$ cat src/rtl/seq_detect_fsm.sv
// seq_detect_fsm: serial WIDTH-bit pattern detector (KMP transitions fixed at elaboration) with saturating match counter.
// Define FAULT_INJECT_EN to add stuck-at forcing of one next-state bit.
module seq_detect_fsm #(
  parameter int WIDTH = 4,
  parameter logic [WIDTH-1:0] PATTERN = 4'b1011,
  parameter bit OVERLAP = 1'b1,
  parameter int CNT_W = 8,
  parameter int SW = $clog2(WIDTH)
) (
  input  logic             clock,
  input  logic             reset,
  input  logic             en,
  input  logic             a,
  input  logic             clear,
  input  logic             fault_en,
  input  logic [SW-1:0]    fault_bit,
  input  logic             fault_val,
  output logic             match,
  output logic [SW-1:0]    state,
  output logic [CNT_W-1:0] match_count
);
  localparam int NS = 2 ** SW;
  function automatic bit pbit(int i);
    logic [WIDTH-1:0] t;
    t = PATTERN >> i;
    return t[0];
  endfunction
  // Longest suffix of (first k pattern bits, then b) that is a proper prefix of the pattern.
  function automatic int kmp_next(int k, bit b);
    int best;
    int pos;
    bit ok;
    bit c;
    best = 0;
    for (int l = 1; l < WIDTH; l++) begin
      if (l <= k + 1) begin
        ok = 1'b1;
        for (int j = 0; j < l; j++) begin
          pos = k + 1 - l + j;
          c = (pos == k) ? b : pbit(WIDTH - 1 - pos);
          if (c != pbit(WIDTH - 1 - j)) ok = 1'b0;
        end
        if (ok) best = l;
      end
    end
    return best;
  endfunction
  logic [SW-1:0] nxt0 [NS];
  logic [SW-1:0] nxt1 [NS];
  genvar s;
  for (s = 0; s < NS; s++) begin : g_tab
    localparam int N0 = (s < WIDTH) ? kmp_next(s, 1'b0) : 0;
    localparam int N1 = (s < WIDTH) ? kmp_next(s, 1'b1) : 0;
    assign nxt0[s] = SW'(N0);
    assign nxt1[s] = SW'(N1);
  end
  logic [SW-1:0]    state_q, state_d, raw_d;
  logic             match_q, match_d;
  logic [CNT_W-1:0] cnt_q, cnt_d;
  logic             legal, hit;
`ifdef FAULT_INJECT_EN
  logic [SW-1:0]    mask;
`else
  logic             unused_fault;
  assign unused_fault = ^{fault_en, fault_bit, fault_val};
`endif
  always_comb begin
    legal = {1'b0, state_q} < (SW + 1)'(WIDTH);
    hit = en && legal && state_q == SW'(WIDTH - 1) && a == PATTERN[0];
    raw_d = !legal ? '0 : !en ? state_q : (hit && !OVERLAP) ? '0 : a ? nxt1[state_q] : nxt0[state_q];
`ifdef FAULT_INJECT_EN
    mask = fault_en ? SW'(1) << fault_bit : '0;
    state_d = (raw_d & ~mask) | ({SW{fault_val}} & mask);
`else
    state_d = raw_d;
`endif
    match_d = hit;
    cnt_d = clear ? '0 : (hit && cnt_q != '1) ? cnt_q + 1'b1 : cnt_q;
  end
  always_ff @(posedge clock) begin
    if (reset) begin
      state_q <= '0;
      match_q <= 1'b0;
      cnt_q <= '0;
    end else begin
      state_q <= state_d;
      match_q <= match_d;
      cnt_q <= cnt_d;
    end
  end
  assign state = state_q;
  assign match = match_q;
  assign match_count = cnt_q;
endmodule

$ cat config.mk
export PLATFORM = sky130hd
export DESIGN_NAME = seq_detect_fsm
export DESIGN_NICKNAME = d
export VERILOG_FILES = /design/src/rtl/seq_detect_fsm.sv
export SDC_FILE = /design/constraint.sdc
export NUM_CORES = 1
export LEC_CHECK = 0
export BUFFER_PORTS_ARGS = -buffer_cell sky130_fd_sc_hd__buf_2
export CAP_MARGIN = 20
export CELL_PAD_IN_SITES_DETAIL_PLACEMENT = 0
export CELL_PAD_IN_SITES_GLOBAL_PLACEMENT = 1
export CORE_MARGIN = 2
export CORE_UTILIZATION = 34
export CTS_BUF_LIST = sky130_fd_sc_hd__clkbuf_4 sky130_fd_sc_hd__clkbuf_8
export DETAILED_ROUTE_END_ITERATION = 8
export GPL_TIMING_DRIVEN = 0
export PLACE_DENSITY_LB_ADDON = 0.1
export SLEW_MARGIN = 20
export SYNTH_ARGS = -nofsm -noshare
export SYNTH_HDL_FRONTEND = slang
export SYNTH_SLANG_ARGS = --single-unit
$ cat constraint.sdc
create_clock -name clock -period 1.6 [get_ports clock]
set_input_delay 0.24 -clock clock [delete_from_list [all_inputs] [get_ports clock]]
set_output_delay 0.24 -clock clock [all_outputs]
set_load 0.05 [all_outputs]
Word level (Yosys, flattened, before mapping)
Cells that the tools add are included.
{ "classes": {"n_addsub": 1, "magnitude_cmp": 1, "eq_ne": 2, "muxes": 7, "bitwise_logic": 1, "n_reduce_logical": 4} }
{ "op_table": {"columns": ["operator", "count"], "rows": [
  ["two-way mux 2 bit", 5],
  ["adder 8 x 1 -> 8 bit (second input constant)", 1],
  ["binary-select mux 2 bit (select 2 bit)", 2],
  ["inequality test 8 bit (second input constant)", 1],
  [">= comparator 3 bit (second input constant)", 1],
  ["logical AND 1 bit", 3],
  ["inverter 2 -> 3 bit", 1],
  ["equality test 2 bit (second input constant)", 1],
  ["OR reduction 2 bit", 1]
]} }
{ "word_totals": {"ff_bits": 11, "inputBits": 9, "wordCells": 19} }

Logic depth before layout (Yosys ltp)
Gate-level depths: netlist of the first run.
{ "logic_depth": {"ltp_word": 5, "mapped_depth": 5, "depth_no_buf": 5} }

Worst setup path after synthesis of the first run
No wires, ideal clock.
{ "synth_path": {"path_type": "reg-to-reg", "from": "register cnt_q[0] (netlist: match_count[0])", "to": "register cnt_q[4] (netlist: match_count[4])", "t_arrival_ps": 1556, "required_ps": 1484, "setup_slack_ps": -72, "stages_incl_launch_ff": 6, "period_less_slack_ps": 1672, "cell_sequence": "dfxtp_1 > ha_1 > nand2_1 > a211oi_2 > a21oi_1 > a31o_2"} }
{ "synth_via": {"elab_chain_cells": 2, "elab_cells_between_ends": 3, "classes_between": "add/sub: 1; eq/ne: 1; reduce/logical: 1"} }
{ "synth_rtl": {"columns": ["element", "line", "source"], "rows": [
  ["from (decl)", "59", "logic [CNT_W-1:0] cnt_q, cnt_d;"],
  ["from (signal assigned)", "88", "cnt_q <= cnt_d;"],
  ["parallel branches: the longest is 2 deep, another holds adder 8 x 1 -> 8 bit", null, null]
]} }
Several ways; the timed one is not identified.
A chain may end at the register's enable or synchronous reset.

Worst setup path after layout of the first run
{ "layout_path": {"from": "register cnt_q[3] (netlist: match_count[3])", "to": "register cnt_q[4] (netlist: match_count[4])"} }
The elaborated chain is that of the path after synthesis.

==> key figures, run 1 <==
Status
  – Outcome: finished, final reports clean

Floorplanning
  – Initial Util: 0.377
  – Core area: 0.00135 sq mm
  – Chip Height: 42.7 um
  – Die area: 0.00182 sq mm
  – Top-level port count: 20
  – Num rows: 13
  – Die width: 42.7 um

Timing
  – Setup TNS: 0 ps
  – Period minus WS final: roughly 1400 ps
  – RSZ-0062 raised after global routing: no
  – Worst slew pin tran: approximately 400 ps
  – Fin crit share: 0.865
  – Hold violation count in the final report: 0
  – Fin Clk Skew: around 2.5 ps
  – Worst hold margin: ~180 ps
  – Max-slew violation count: 0
  – Final Setup Violations: 0
  – Max Clk Rate: 0.723 GHz
  – Max-slew headroom: 0.729

Detailed routing
  – Via/cell ratio: 5.30
  – Via count: ~490
  – Drt first pass iters: 4
  – Residual DRC: 0
  – Antenna-violating nets left: 0
  – Final WL: 1090 um
  – Initial DRC count: 7
  – Routed wire length per instance: 11.7 um

Clock tree
  – Clk slew on worst S/H paths: 70 ps
  – Total CTS buffers: 3
  – # clock sinks: 11
  – Hold Buf Count CTS: 0
  – Setup Buffers After CTS: 0
  – Post-CTS sizing: 0
  – Clock buffer depth: 2
  – Htree depth: 1
  – Worst skew pair latency: 270 ps
  – Root buf cell: clkbuf_4
  – TritonCTS clock tree: built

Yosys
  – Synthesized area: roughly 500 sq um
  – Mapped Avg Cell Area: roughly 8.6 sq um
  – Synth Net Count: between 60 and 70
  – Number of synthesis warnings: 0
  – Sequential-to-total area share from yosys stat: 0.432
  – Top-count cell post-synth: dfxtp_1
  – FF+latch count, synth: 11
  – Gate Count Post-Synth: ~60
  – Post-synth top area share: 0.432
  – Most used DFF post-synth: dfxtp_1
  – Synth cell types: 25
  – Async SR Flop Fraction: 0
  – Main area contributors after synthesis: dfxtp_1 43%, nor2_1 5.9%, a21oi_1 3.9%, o21ai_0 3.9%, nand4_1 3.7%
  – Synth top cells by count: 11 x dfxtp_1, 8 x nor2_1, 4 x a21oi_1, 4 x nand2_1, 4 x o21ai_0
  – Number of flops mapped to enable cells by yosys: 0
  – Cell taking the most area after synthesis: dfxtp_1

Setup path
  – Worst Reg-to-Reg Cells: 4
  – Reg2reg start: match_count[3]
  – Reg2reg setup slack: 220 ps
  – Critical path peak fanout: 8
  – Crit path required time: 1760 ps
  – CP Capture Type: flop
  – Critical Path AT: 1550 ps
  – Critical path launch point type: flop
  – Crit path kind: flop to flop
  – RR Endpoint: match_count[4]

GRT
  – Met1 global-route usage: 0.176
  – Global-route wire length before repair: 1850 um
  – M2 GR Usage: 0.194
  – Pin count of the biggest net entering global routing: 9
  – GR peak layer: met2
  – Initial antenna violation count: 0
  – GR Util All Layers: 0.137
  – GR Overflow Total: 0
  – Met3 usage: 0.0766
  – Vias in the first global route: 445

Place
  – Area after DPL: 607 sq um
  – PortBufs: 15
  – DP Wirelength: about 820 um
  – GPL Wtd Cong: slightly above 0.7

Worst hold path
  – Endpoint with the worst hold slack: state[0]
  – Worst Hold Class: input port to flop
  – Hold path start: reset
  – WHS Path Cells: 2

Final layout
  – Nets: 89
  – Layout cell share with drive strength beyond 1: 0.372
  – Fin area: around 640 sq um
  – Core Util, Final: 0.472
  – # diodes: 0
  – Filler cells: around 150
  – Area added between synthesis and finish: 25.1%

Pwr
  – Internal: 400 uW
  – Seq pwr share: 0.543
  – PD cells: 806 mW/mm^2
  – P_sw: about 110 uW
  – Static leakage: between 0.0002 and 0.0003 uW
  – Logic pwr share: 0.061
  – Clock power share: 0.397
  – Maximum vdd drop: 0.000640 V
  – Sw frac: 0.221

Run
  – MaxCap Viol Count: 0
metal layers:
layer | wire length (um) | vias up
met3 | 61 | 2
met2 | 448 | 11
li1 | - | 263
met1 | 565 | 217
met4 | 10 | 0
met5 | 0 | -
worst max-delay path, cell delays in order, from the launching register on:
cell	delay, ps
dfxtp_1	380
and4_1	250
a211oi_2	320
a21oi_1	110
a31o_2	210
per-stage QoR:
step | worst slack (ps) | total power [uW] | std cells
global placement | 249 | 316 | 89
floorplan | 4.64 | 303 | 59
global route | 13.1 | 542 | 93
finish | 217 | 513 | 93
CTS | 213 | 522 | 93
detailed placement | 226 | 316 | 89
power groups by stage:
| stage | combinational, uW | sequential, uW | clock (uW) |
|---|---|---|---|
| floorplan | 10.6 | 292 | 0 |
| global placement | 31.0 | 285 | 0 |
| detailed placement | 31.3 | 285 | 0 |
| CTS | 31.4 | 278 | 212 |
| global route | 35.0 | 279 | 229 |
| finish | 31.2 | 279 | 204 |
final cells by class:
type / count / area [sq um] / share of cell area
Buffer: 1 / 3.75 / 0.00589
Timing Repair Buffer: 15 / 75.1 / 0.118
Clock buffer: 4 / 30.0 / 0.0472
Multi-Input combinational cell: 45 / 278 / 0.436
Inverter: 2 / 7.51 / 0.0118
Tap cell: 15 / 18.8 / 0.0295
Sequential cell: 11 / 224 / 0.352
placed cells by master (no fill, tap or decap):
cell,n
or3_1,1
and4_1,1
or2_2,1
dfxtp_2,3
buf_2,15
a21oi_1,4
nor3_1,3
a31oi_1,2
o21ai_0,4
xor2_1,1
mux2i_1,1
o41ai_1,1
dfxtp_1,8
o311ai_0,1
and4_4,1
nand4_1,3
nand3_1,2
a31o_2,1
nand2_1,4
and3_2,2
nand2_4,1
o21a_1,1
clkbuf_4,4
nor2_1,8
clkbuf_1,1
ha_1,1
inv_1,2
a211oi_2,1
how the worst max path moves through the flow:
stage / from / end / slack, ps / cells after the start
floorplan: state[1] / match_count[5] / 5 / 4
global placement: match_count[0] / match_count[0] / 250 / 5
detailed placement: match_count[3] / match_count[4] / 230 / 4
CTS: match_count[3] / match_count[4] / 210 / 4
global route: match_count[0] / match_count[0] / 10 / 5
finish: match_count[3] / match_count[4] / 220 / 4
cells by family after synthesis:
kind of cell               share of synthesized area
and+or+nand+nor                                0.290
AOI/OAI and AO/OA                              0.194
DFF                                            0.432
muxes                                         0.0197
buffers and inverters                         0.0221
xor gates and xnor gates                      0.0172
adders and majority gates                     0.0246
state kept, by name, summed over array words and instances, names as in the netlist:
register	flops
state	2
match_count	8
match	1
(Power assumes the default switching activity.)
==> inputs of run 2 (changes only) <==
--- a/config.mk
+++ b/config.mk
@@ -5,6 +5,7 @@
 export SDC_FILE = /design/constraint.sdc
 export NUM_CORES = 1
 export LEC_CHECK = 0
+export ABC_AREA = 1
 export BUFFER_PORTS_ARGS = -buffer_cell sky130_fd_sc_hd__buf_2
 export CAP_MARGIN = 20
 export CELL_PAD_IN_SITES_DETAIL_PLACEMENT = 0
==> run 2 against run 1 <==
  * Register-to-register slack improved by 70 ps
  * Clock skew shrank 1.3 ps
  * Sequential share of layout area fell by 3.2 points
  * Clock-buffer cell count unchanged
  * Largest cell class unchanged
==> key figures, run 2 <==
Clock tree
  – Root buf cell: clkbuf_4
  – Setup Buffers After CTS: 0 (unchanged)
  – Total CTS buffers: 3 (unchanged)
  – Htree depth: 1 (unchanged)
  – Clk slew on worst S/H paths: 70 ps (about the same)
  – Post-CTS sizing: 0 (unchanged)
  – Worst skew pair latency: 260 ps (about the same)
  – # clock sinks: 11 (unchanged)
  – Hold Buf Count CTS: 0 (unchanged)
  – TritonCTS clock tree: built
  – Clock buffer depth: 2 (unchanged)

Yosys
  – Top-count cell post-synth: nor2_1
  – FF+latch count, synth: 11 (unchanged)
  – Synth Net Count: 88 (+28%)
  – Async SR Flop Fraction: 0 (unchanged)
  – Number of synthesis warnings: 0 (unchanged)
  – Sequential-to-total area share from yosys stat: 0.387 (-0.0456)
  – Most used DFF post-synth: dfxtp_1
  – Cell taking the most area after synthesis: dfxtp_1
  – Post-synth top area share: 0.387 (-0.0456)
  – Synth cell types: 20 (-20%)
  – Number of flops mapped to enable cells by yosys: 0 (unchanged)
  – Main area contributors after synthesis: dfxtp_1 39%, nor2_1 11%, nand2_1 9.9%, nand3_1 6.2%, nor2_8 3.5%
  – Synthesized area: 569 sq um (+12%)
  – Gate Count Post-Synth: 78 (+32%)
  – Synth top cells by count: 17 x nor2_1, 15 x nand2_1, 11 x dfxtp_1, 7 x nand3_1, 5 x inv_1
  – Mapped Avg Cell Area: 7.30 sq um (-15%)

Floorplanning
  – Num rows: 14 (+1)
  – Core area: 0.00154 sq mm (+14%)
  – Initial Util: 0.369 (-0.00788)
  – Chip Height: 44.9 um (+5.2%)
  – Die width: 44.9 um (+5.2%)
  – Die area: 0.00202 sq mm (+11%)
  – Top-level port count: 20 (unchanged)

Pwr
  – Maximum vdd drop: 0.000362 V (-43%)
  – Internal: 401 uW (+0.23%)
  – Seq pwr share: 0.532 (-0.011)
  – PD cells: 752 mW/mm^2 (-6.7%)
  – P_sw: 124 uW (+8.9%)
  – Sw frac: 0.236 (+0.0146)
  – Static leakage: 0.000333 uW (+17%)
  – Clock power share: 0.397 (about the same)
  – Logic pwr share: 0.072 (+0.011)

GRT
  – GR Util All Layers: 0.131 (-0.00531)
  – Initial antenna violation count: 0 (unchanged)
  – Pin count of the biggest net entering global routing: 11 (+2)
  – Global-route wire length before repair: 1840 um (-0.76%)
  – Vias in the first global route: 442 (-0.67%)
  – GR Overflow Total: 0 (unchanged)

Timing
  – Hold violation count in the final report: 0 (unchanged)
  – Period minus WS final: 1310 ps (-72.3 ps)
  – Worst slew pin tran: 557 ps (+155 ps)
  – Max Clk Rate: 0.763 GHz (+5.5%)
  – Final Setup Violations: 0 (unchanged)
  – Fin crit share: 0.819 (-0.0452)
  – Fin Clk Skew: 1.15 ps (-1.31 ps)
  – Max-slew headroom: 0.627 (-0.102)
  – RSZ-0062 raised after global routing: no
  – Setup TNS: 0 ps (unchanged)
  – Max-slew violation count: 0 (unchanged)

Worst hold path
  – Worst Hold Class: input port to flop
  – Hold path start: reset

Final layout
  – Layout cell share with drive strength beyond 1: 0.330 (-0.0419)
  – Commonest non-fill, non-tap cell in the layout: nor2_1
  – Nets: 108 (+21%)
  – # diodes: 0 (unchanged)
  – Largest register FFs: 8 (unchanged)
  – Commonest non-fill, non-tap cells in the layout: 17 x nor2_1, 15 x nand2_1, 15 x buf_2, 9 x dfxtp_1, 7 x nand3_1
  – Area added between synthesis and finish: 22.4%
  – Fin cells: 113 (+22%)

Detailed routing
  – Via/cell ratio: 4.52 (-15%)
  – Initial DRC count: 16 (+9)
  – Final WL: 1110 um (+2.2%)
  – Antenna-violating nets left: 0 (unchanged)
  – Via count: 511 (+3.7%)
  – Drt first pass iters: 3 (-1)
  – Residual DRC: 0 (unchanged)
  – Routed wire length per instance: 9.81 um (-16%)

Run
  – MaxCap Viol Count: 0 (unchanged)

Setup path
  – Crit path required time: 1800 ps (+40 ps)
  – Critical path peak fanout: 10 (+2)
  – CP Capture Type: flop
  – Critical Path AT: 1520 ps (-30 ps)
  – CP Cell Sequence: ha_1 > nand2_1 > inv_1 > nand3_4 > nand2_1 > nand2_1 > a21oi_2
  – Crit path from: match_count[1]
  – CP delay by family, top: simple AND/OR/NAND/NOR gates
  – Critical path launch point type: flop
  – Crit path kind: flop to flop
  – Reg2reg start: match_count[1]
  – CP bufs+invs: 1 (+1)
  – CP max stage delay: 350 ps (-30 ps)
  – CP dominant cell by count: nand2_1
  – Crit-path slowest cell: dfxtp_2

Place
  – GPL Wtd Cong: 0.743 (+5.3%)
  – # placed instances: 109 (+22%)
  – DP Wirelength: 842 um (+2.7%)
  – PortBufs: 15 (unchanged)

Status
  – Outcome: finished, final reports clean
[run 2: layout make-up]
class	instances	area (sq um)
Fill cell	166	845
Multi-Input combinational cell	58	315
Sequential cell	11	223
Timing Repair Buffer	15	75.1
Inverter	9	33.8
Clock buffer	4	30.0
Tap cell	16	20.0
[run 2: routing by layer]
metal	vias to the layer above	part of all wire	GRT usage
met5	-	0	0
met4	0	0.012	0.0882
met3	2	0.041	0.0360
met2	10	0.42	0.177
met1	214	0.52	0.180
li1	285	-	-
[run 2: power by group through the flow]
stage                     sequential, uW  combinational, uW  clock [uW]
final                                279               37.6         208
after global routing                 279               41.7         244
after CTS                            279               37.9         219
after detailed placement             285               37.9           0
after global placement               285               37.7           0
after floorplan                      296               14.0           0
[run 2: worst reg2reg max path: cells and delay by family, from the launching register on]
kind	cells	cell delay (ps)
and+or+nand+nor	4	460
DFF	1	350
adders and majority gates	1	170
buffers and inverters	1	150
AOI/OAI and AO/OA	1	110
[run 2: kinds of logic (layout without fill, tap and decap cells)]
kind of cell,after synthesis,in the layout,synth area share
AND/OR/NAND/NOR,49,49,0.442
flip-flops,11,11,0.387
buffers and inverters,9,28,0.0593
AO/OA/AOI/OAI,8,8,0.0901
adder cells (fa/ha/maj),1,1,0.0220
[run 2: final timing paths]
check,slack (ps),cells past startpoint,endpoint
min reg2reg,480,2,match_count[1]
max reg2reg,290,7,match_count[2]
min,190,2,state[0]
max,290,7,match_count[2]
[run 2: stage by stage]
stage	cell area [sq um]	utilization	total power, uW	setup WS [ps]	hold slack [ps]
3_5_place_dp	667	0.433	323	301	469
4_1_cts	697	0.452	535	280	182
3_3_place_gp	667	0.433	323	301	470
6_report	697	0.452	524	289	190
5_1_grt	697	0.452	565	165	175
2_1_floorplan	572	-	310	120	312
